$ cat src/rtl/image_framebuffer.sv
// WIDTH x HEIGHT pixel frame store with draw/erase/load, a row-by-row
// clear sequencer, a registered read port and a flattened frame view.
module image_framebuffer #(
  parameter int WIDTH      = 16,
  parameter int HEIGHT     = 12,
  parameter int PIXEL_BITS = 2,
  parameter int X_BITS     = 4,
  parameter int Y_BITS     = 4
) (
  input  logic                               clk,
  input  logic                               rst,
  input  logic                               draw,
  input  logic                               erase,
  input  logic [X_BITS-1:0]                  x,
  input  logic [Y_BITS-1:0]                  y,
  input  logic [PIXEL_BITS-1:0]              color,
  input  logic                               load,
  input  logic [WIDTH*HEIGHT*PIXEL_BITS-1:0] draw_image,
  input  logic                               clear,
  output logic                               busy,
  output logic                               oob,
  input  logic [X_BITS-1:0]                  rd_x,
  input  logic [Y_BITS-1:0]                  rd_y,
  output logic [PIXEL_BITS-1:0]              rd_pixel,
  output logic [WIDTH*HEIGHT*PIXEL_BITS-1:0] image
);

  localparam int N  = WIDTH * HEIGHT;
  localparam int IW = $clog2(N) + 1;

  typedef enum logic {
    S_IDLE,
    S_CLEAR
  } state_t;

  state_t                r_state;
  state_t                w_next;
  logic [Y_BITS-1:0]     r_row;
  logic                  r_oob;
  logic [PIXEL_BITS-1:0] r_rd;
  logic [PIXEL_BITS-1:0] r_mem [N];

  logic [31:0]           w_x32;
  logic [31:0]           w_y32;
  logic [31:0]           w_rx32;
  logic [31:0]           w_ry32;
  logic                  w_win;
  logic                  w_rin;
  logic [IW-1:0]         w_widx;
  logic [IW-1:0]         w_ridx;
  logic [PIXEL_BITS-1:0] w_wdata;
  logic [PIXEL_BITS-1:0] w_rdata;
  logic                  w_load;
  logic                  w_wr;
  logic                  w_oob;
  logic                  w_rowclr;

  // Range checks in 32 bits so WIDTH == 2**X_BITS cannot wrap.
  assign w_x32   = 32'(x);
  assign w_y32   = 32'(y);
  assign w_rx32  = 32'(rd_x);
  assign w_ry32  = 32'(rd_y);
  assign w_win   = (w_x32 < 32'(WIDTH)) && (w_y32 < 32'(HEIGHT));
  assign w_rin   = (w_rx32 < 32'(WIDTH)) && (w_ry32 < 32'(HEIGHT));
  assign w_widx  = IW'(w_y32 * 32'(WIDTH) + w_x32);
  assign w_ridx  = IW'(w_ry32 * 32'(WIDTH) + w_rx32);
  assign w_wdata = erase ? '0 : color;
  assign w_rowclr = (r_state == S_CLEAR);

  always_comb begin
    w_next = r_state;
    w_load = 1'b0;
    w_wr   = 1'b0;
    w_oob  = 1'b0;
    unique case (r_state)
      S_IDLE: begin
        if (clear) begin
          w_next = S_CLEAR;
        end else if (load) begin
          w_load = 1'b1;
        end else if (erase || draw) begin
          if (w_win) w_wr  = 1'b1;
          else       w_oob = 1'b1;
        end
      end
      S_CLEAR: begin
        if (r_row == Y_BITS'(HEIGHT - 1)) w_next = S_IDLE;
      end
    endcase
  end

  always_ff @(posedge clk or posedge rst) begin
    if (rst) begin
      r_state <= S_IDLE;
      r_row   <= '0;
      r_oob   <= 1'b0;
    end else begin
      r_state <= w_next;
      r_oob   <= w_oob;
      if (r_state == S_CLEAR) r_row <= r_row + 1'b1;
      else                    r_row <= '0;
    end
  end

  always_ff @(posedge clk or posedge rst) begin
    if (rst) begin
      for (int i = 0; i < N; i++) r_mem[i] <= '0;
    end else begin
      for (int i = 0; i < N; i++) begin
        if (w_load)
          r_mem[i] <= draw_image[i*PIXEL_BITS +: PIXEL_BITS];
        else if (w_wr && (w_widx == IW'(i)))
          r_mem[i] <= w_wdata;
        else if (w_rowclr && (Y_BITS'(i / WIDTH) == r_row))
          r_mem[i] <= '0;
      end
    end
  end

  always_comb begin
    w_rdata = '0;
    for (int i = 0; i < N; i++) begin
      if (w_rin && (w_ridx == IW'(i))) w_rdata = r_mem[i];
    end
  end

  // Samples storage before this edge's write lands: read-before-write.
  always_ff @(posedge clk or posedge rst) begin
    if (rst) r_rd <= '0;
    else     r_rd <= w_rdata;
  end

  for (genvar g = 0; g < N; g++) begin : g_view
    assign image[g*PIXEL_BITS +: PIXEL_BITS] = r_mem[g];
  end

  assign busy     = (r_state == S_CLEAR);
  assign oob      = r_oob;
  assign rd_pixel = r_rd;

endmodule

$ cat config.mk
export PLATFORM = sky130hd
export DESIGN_NAME = image_framebuffer
export DESIGN_NICKNAME = d
export VERILOG_FILES = /design/src/rtl/image_framebuffer.sv
export SDC_FILE = /design/constraint.sdc
export NUM_CORES = 1
export LEC_CHECK = 0
export CORE_AREA = 2 2 309 311
export CTS_CLUSTER_SIZE = 24
export DETAILED_ROUTE_END_ITERATION = 16
export DIE_AREA = 0 0 311 313
export DONT_BUFFER_PORTS = 1
export PLACE_DENSITY = 0.36
export SYNTH_ARGS = -nofsm -noshare
export SYNTH_HDL_FRONTEND = slang
export SYNTH_SLANG_ARGS = --single-unit
$ cat constraint.sdc
create_clock -name clk -period 41.8 [get_ports clk]
set_input_delay 8.36 -clock clk [delete_from_list [all_inputs] [get_ports clk]]
set_output_delay 8.36 -clock clk [all_outputs]
set_load 0.05 [all_outputs]
==> results of run 1 <==
[cells in the mapped netlist, types with 33 or more instances]
library cell,count
dfrtp_1,392
nand3_1,227
a221o_1,198
clkbuf_1,167
nor3_1,33
o21ai_0,87
buf_2,38
o211ai_1,206
a21oi_1,84
o22ai_1,46
nand2_1,572
nor2_1,384
[worst max-delay path, cell delays in order]
cell	delay, ps
nor2b_2	1010
nand2_1	840
nand2_1	230
a21oi_1	100
o311ai_0	780
a221oi_1	200
o2111a_1	210
o2111ai_1	340
a21oi_1	150
o311ai_1	120
[area by class of cell]
| type | count | area share |
|---|---|---|
| multi-input combinational | 2172 | 0.4848 |
| sequential | 392 | 0.3743 |
| timing repair buffer | 50 | 0.01432 |
| antenna | 8 | 0.0007637 |
| clock inverter | 12 | 0.007064 |
| clock buffer | 77 | 0.05666 |
| inverter | 10 | 0.001718 |
| tap | 1265 | 0.06038 |
[flip-flops by register name, indices dropped and copies added (netlist names)]
signal    flops
oob           1
busy          1
image       384
r_row         4
rd_pixel      2
[metal layers]
| metal | wire length (µm) | part of all wire |
|---|---|---|
| met5 | 42 | 0.00025 |
| met4 | 5824 | 0.035 |
| met1 | 67760 | 0.40 |
| met2 | 79590 | 0.47 |
| met3 | 14470 | 0.086 |
[report_power, final]
group	internal, mW	total (mW)	switching [mW]
combinational	0.185	0.450	0.266
sequential	0.510	1.34	0.835
clock	0.269	0.462	0.193
[worst paths after layout]
check                                         end  cells after the start  slack, ps               start
max in group asynchronous  image[299]$_DFFE_PP0P_                      4      31090                 rst
hold reg to reg                r_row[0]$_DFF_PP0_                      1        540  r_row[0]$_DFF_PP0_
hold / removal                 r_row[0]$_DFF_PP0_                      1        540  r_row[0]$_DFF_PP0_
setup / recovery            rd_pixel[0]$_DFF_PP0_                     10      29820             rd_x[1]
setup reg to reg           image[250]$_DFFE_PP0P_                      7      37360      busy$_DFF_PP0_
min in group asynchronous  image[137]$_DFFE_PP0P_                      1       7660                 rst
[per-stage QoR]
step                cells  total power, mW
finish               3986            2.257
global route         3983            2.328
CTS                  3978            2.263
detailed placement   3889            1.801
global placement     3889            1.791
floorplan            2801            1.468
[kinds of logic (layout without fill, tap and decap cells)]
| group | Yosys count | after routing | share of synthesized area |
|---|---|---|---|
| multiplexers | 60 | 60 | 0.03255 |
| AO/OA/AOI/OAI | 780 | 780 | 0.2566 |
| AND/OR/NAND/NOR | 1326 | 1326 | 0.2440 |
| other | 0 | 8 | 0 |
| adder cells (fa/ha/maj) | 4 | 4 | 0.002152 |
| buffers and inverters | 237 | 149 | 0.04208 |
| flip-flops | 392 | 392 | 0.4218 |
| XOR/XNOR | 2 | 2 | 0.0007534 |
==> results by group, run 1 <==
Setup path
  – Crit path DAT: 12530 ps
  – CP Class: in -> reg
  – CP Max Fanout: 110
  – Startpoint class of the critical path: input pin
  – WP data required: 42350 ps
  – Worst Setup End Kind: register

Placed design
  – Port Buffers: 0
  – Pre-CTS worst setup slack: 29440 ps
  – Post-place instance area: 24520 µm²
  – GPL Wtd Cong: 0.9332
  – Hpwl dp: 124000 µm

Detailed routing
  – Vias per std cell: 6.222
  – Routed WL: 167700 µm
  – Via Count: 24800
  – Antenna-violating nets left: 0
  – DR DRC count: 0
  – First-pass iteration count of the detailed router: 6
  – Routed len/inst: 42.07 µm
  – DRT iter0 DRCs: 2834

Logic synthesis
  – Synth cell types: 82
  – Syn_nets: 3213
  – Top FF cell, synth: dfrtp_1
  – Synth top area share: 0.4218
  – Yosys reg bits: 392
  – Syn Std Cell Area: 23250 µm²
  – Avg Synthesized Cell Area: 8.302 µm²
  – Dominant cells by area after synthesis: dfrtp_1, nand2_1, a221o_1
  – Cell count after synthesis: 2801
  – Most area-hungry cell type in the Yosys netlist: dfrtp_1
  – EDFF count, synth: 0
  – Sequential share of the synthesized area: 0.4218
  – Ys async rst share: 1.000
  – YS warnings: 0

Clock network
  – Number of CTS-inserted buffers: 52
  – Longest Clk Path Bufs: 3
  – TritonCTS clock tree: done
  – Clock sink count: 392
  – Root Buffer: clkbuf_16
  – Clock transition at the registers of the reported paths: 70 ps
  – H-tree depth: 2
  – CTS resizes: 0
  – CTS hold repair buffers: 0
  – Post-CTS setup buffer count: 0
  – Skew-Pair Late Insertion Delay: 660 ps

Floorplanning
  – Die width: 311 µm
  – IO Pins: 796
  – Die Area: 97340 µm²
  – Core area: 94160 µm²
  – Starting density of the core: 0.2470
  – Die Ht: 313 µm
  – Cell Rows: 113

Timing
  – Slew Limit Fails: 0
  – Fin. Hold Viols: 0
  – Min cycle time layout: 11980 ps
  – RSZ-0062 raised after global routing: false
  – Tcrit/Tclk final: 0.2866
  – Final setup violation count: 0
  – Final WS setup: 29820 ps
  – Final hold slack: 539.2 ps
  – Max-slew headroom: 0.01754
  – Fmax: 83.47 MHz
  – Actual slew at the worst max-slew pin: 1471 ps
  – Setup Skew: 30.66 ps
  – Setup TNS: 0 ps

Global routing
  – GRT Total Usage: 0.3311
  – Initial antenna violation count: 14
  – Vias in the first global route: 23630
  – Busiest grt layer: met2
  – Pin count of the biggest net entering global routing: 148
  – Met2 Use GR: 0.5514
  – Grt ovf: 0
  – GRT met3 Usage: 0.08701
  – Met1 usage: 0.4175
  – First-pass GRT wire length: 223500 µm

Pwr
  – Pwr dens: 86.10 nW/µm²
  – Static leakage: 10.25 nW
  – Max VDD drop: 0.02861 mV

Run status
  – Outcome: finished, final reports clean

Layout
  – Final instance area: 26210 µm²
  – Reg area: 9811 µm²
  – Area growth syn-to-layout: 12.73%
  – Multi-input gate area: 12710 µm²
  – Final core occ: 0.2784
  – Final nets: 3090
  – Commonest non-fill, non-tap cell in the layout: nand2_1
  – Fraction of layout cells with a size suffix above 1: 0.07999
  – Commonest non-fill, non-tap cells in the layout: nand2_1, dfrtp_1, nor2_1, nand3_1, o211ai_1
  – Fillers: 10290

Worst hold path
  – HP Class: reg -> reg

Run
  – Maxcap violations: 0
(Power assumes the default switching activity.)
==> run 2, diff against run 1 <==
clock period = 11.7 ns   (was 41.8 ns; I/O delays follow)
==> results by group, run 2 (synthesized netlist as in run 1, its figures left out) <==
Run status
  – Outcome: finished, final reports clean

Layout
  – Fraction of layout cells with a size suffix above 1: 0.08208 (+0.002091)
  – Largest register FFs: 384 (unchanged)
  – Final nets: 3089 (-0.032%)
  – Multi-input gate area: 12710 µm² (unchanged)
  – Commonest non-fill, non-tap cells in the layout: nand2_1, dfrtp_1, nor2_1, nand3_1, o211ai_1
  – Commonest non-fill, non-tap cell in the layout: nand2_1
  – Fillers: 10140 (-1.4%)
  – Final Non-Filler Cells: 3992 (+0.15%)
  – Area growth syn-to-layout: 12.69% (about the same)
  – Reg area: 9811 µm² (unchanged)

Clock network
  – Root Buffer: clkbuf_16
  – Longest Clk Path Bufs: 3 (unchanged)
  – CTS resizes: 0 (unchanged)
  – Post-CTS setup buffer count: 0 (unchanged)
  – Number of CTS-inserted buffers: 50 (-3.8%)
  – CTS hold repair buffers: 0 (unchanged)
  – H-tree depth: 2 (unchanged)
  – Clock sink count: 392 (unchanged)
  – Clock transition at the registers of the reported paths: 60 ps (about the same)
  – TritonCTS clock tree: done
  – Skew-Pair Late Insertion Delay: 660 ps (about the same)

Timing
  – Fin. Hold Viols: 0 (unchanged)
  – Fmax: 175.2 MHz
  – Final setup violation count: 0 (unchanged)
  – Final WS setup: 5992 ps (-23830 ps)
  – Actual slew at the worst max-slew pin: 1349 ps (-121.9 ps)
  – Max-slew headroom: 0.09759 (+0.08005)
  – Slew Limit Fails: 0 (unchanged)
  – Min cycle time layout: 5708 ps
  – Tcrit/Tclk final: 0.4878
  – RSZ-0062 raised after global routing: false
  – Final hold slack: 527.1 ps (-12.06 ps)
  – Setup Skew: 26.40 ps (-4.255 ps)
  – Setup TNS: 0 ps (unchanged)

Setup path
  – Worst Setup End Kind: register
  – WP data required: 12260 ps (-30090 ps)
  – R2r worst-path depth: 6 (-1)
  – Crit path DAT: 6260 ps (-6270 ps)
  – Worst reg-to-reg setup slack: 7600 ps (-29760 ps)
  – FF-to-FF End: image[240]$_DFFE_PP0P_
  – Startpoint class of the critical path: input pin
  – CP Max Fanout: 110 (unchanged)
  – CP Class: in -> reg
  – R2r startpoint: busy$_DFF_PP0_

Floorplanning
  – Cell Rows: 113 (unchanged)
  – Die Area: 97340 µm² (unchanged)
  – IO Pins: 796 (unchanged)
  – Starting density of the core: 0.2470 (unchanged)
  – Die width: 311 µm (unchanged)
  – Core area: 94160 µm² (unchanged)
  – Die Ht: 313 µm (unchanged)

Global routing
  – Pin count of the biggest net entering global routing: 151 (+2.0%)
  – Initial antenna violation count: 10 (-4)
  – First-pass GRT wire length: 222800 µm (-0.34%)
  – Grt ovf: 0 (unchanged)
  – Vias in the first global route: 23850 (+0.94%)
  – GRT Total Usage: 0.3292 (-0.001960)

Worst hold path
  – Hold Path Depth: 1 (unchanged)
  – Hold path startpoint: r_row[0]$_DFF_PP0_
  – Hold Path Sink: r_row[0]$_DFF_PP0_
  – HP Class: reg -> reg

Pwr
  – Max VDD drop: 0.1123 mV (+290%)
  – Total Power: 7.945 mW (+250%)
  – Pwr dens: 303.2 nW/µm² (+250%)
  – Static leakage: 10.25 nW (about the same)

Placed design
  – Pre-CTS worst setup slack: 5565 ps (-23880 ps)
  – Port Buffers: 0 (unchanged)
  – Hpwl dp: 122300 µm (-1.3%)
  – # placed instances: 3890 (+0.026%)
  – GPL Wtd Cong: 0.9661 (+3.5%)

Detailed routing
  – Routed WL: 166200 µm (-0.86%)
  – Routed met2 length: 78740 µm (-1.1%)
  – First-pass iteration count of the detailed router: 6 (unchanged)
  – Routed len/inst: 41.64 µm (-1.0%)
  – Routed met1 length: 67640 µm (-0.18%)
  – Vias per std cell: 6.185 (-0.59%)
  – DRT iter0 DRCs: 2859 (+0.88%)
  – Via Count: 24690 (-0.44%)
  – Uppermost layer routed: met5
  – Antenna-violating nets left: 0 (unchanged)
  – Met3 routed WL: 13260 µm (-8.4%)
  – DR DRC count: 0 (unchanged)

Run
  – Maxcap violations: 0 (unchanged)
[run 2: how the worst max path moves through the flow]
stage	slack [ps]	from	to
finish	5990	rd_x[1]	rd_pixel[0]$_DFF_PP0_
CTS	6290	rd_x[2]	rd_pixel[0]$_DFF_PP0_
global placement	5620	rd_x[1]	rd_pixel[0]$_DFF_PP0_
global route	6080	rd_x[1]	rd_pixel[0]$_DFF_PP0_
floorplan	4090	rst	busy$_DFF_PP0_
detailed placement	5560	rd_x[2]	rd_pixel[0]$_DFF_PP0_
[run 2: area by class of cell]
| type | count | share of cell area |
|---|---|---|
| well taps | 1265 | 0.06040 |
| flip-flops and latches | 392 | 0.3744 |
| clock buffers | 79 | 0.05763 |
| clock inverters | 13 | 0.004488 |
| diodes | 10 | 0.0009550 |
| repair buffers | 51 | 0.01557 |
| inverters | 10 | 0.001576 |
| multi-input cells | 2172 | 0.4850 |
[run 2: layer usage]
metal | global-route usage | vias to the layer above
li1 | - | 10170
met2 | 0.5445 | 1451
met5 | 0 | -
met1 | 0.4185 | 12800
met4 | 0.1246 | 2
met3 | 0.07424 | 261
[run 2: through the flow]
step	util	cell area, µm²
6_report	0.2783	26200
4_1_cts	0.2780	26180
3_5_place_dp	0.2607	24550
3_3_place_gp	0.2607	24550
2_1_floorplan	-	23260
5_1_grt	0.2782	26190
[run 2: power breakdown]
group	leakage [nW]	switching (mW)	internal, mW
Clock	0.799	0.685	0.906
Sequential	5.29	2.93	1.82
Combinational	4.16	0.941	0.661
Total	10.2	4.55	3.39
[run 2: worst max-delay path, cell delays in order]
cell and delay [ps]:
nand2b_2 740, nor2_1 1280, a21oi_1 70, a31o_2 300, a211oi_1 490, o221ai_1 250, o2111ai_1 380, a21oi_1 170
o311ai_1 110
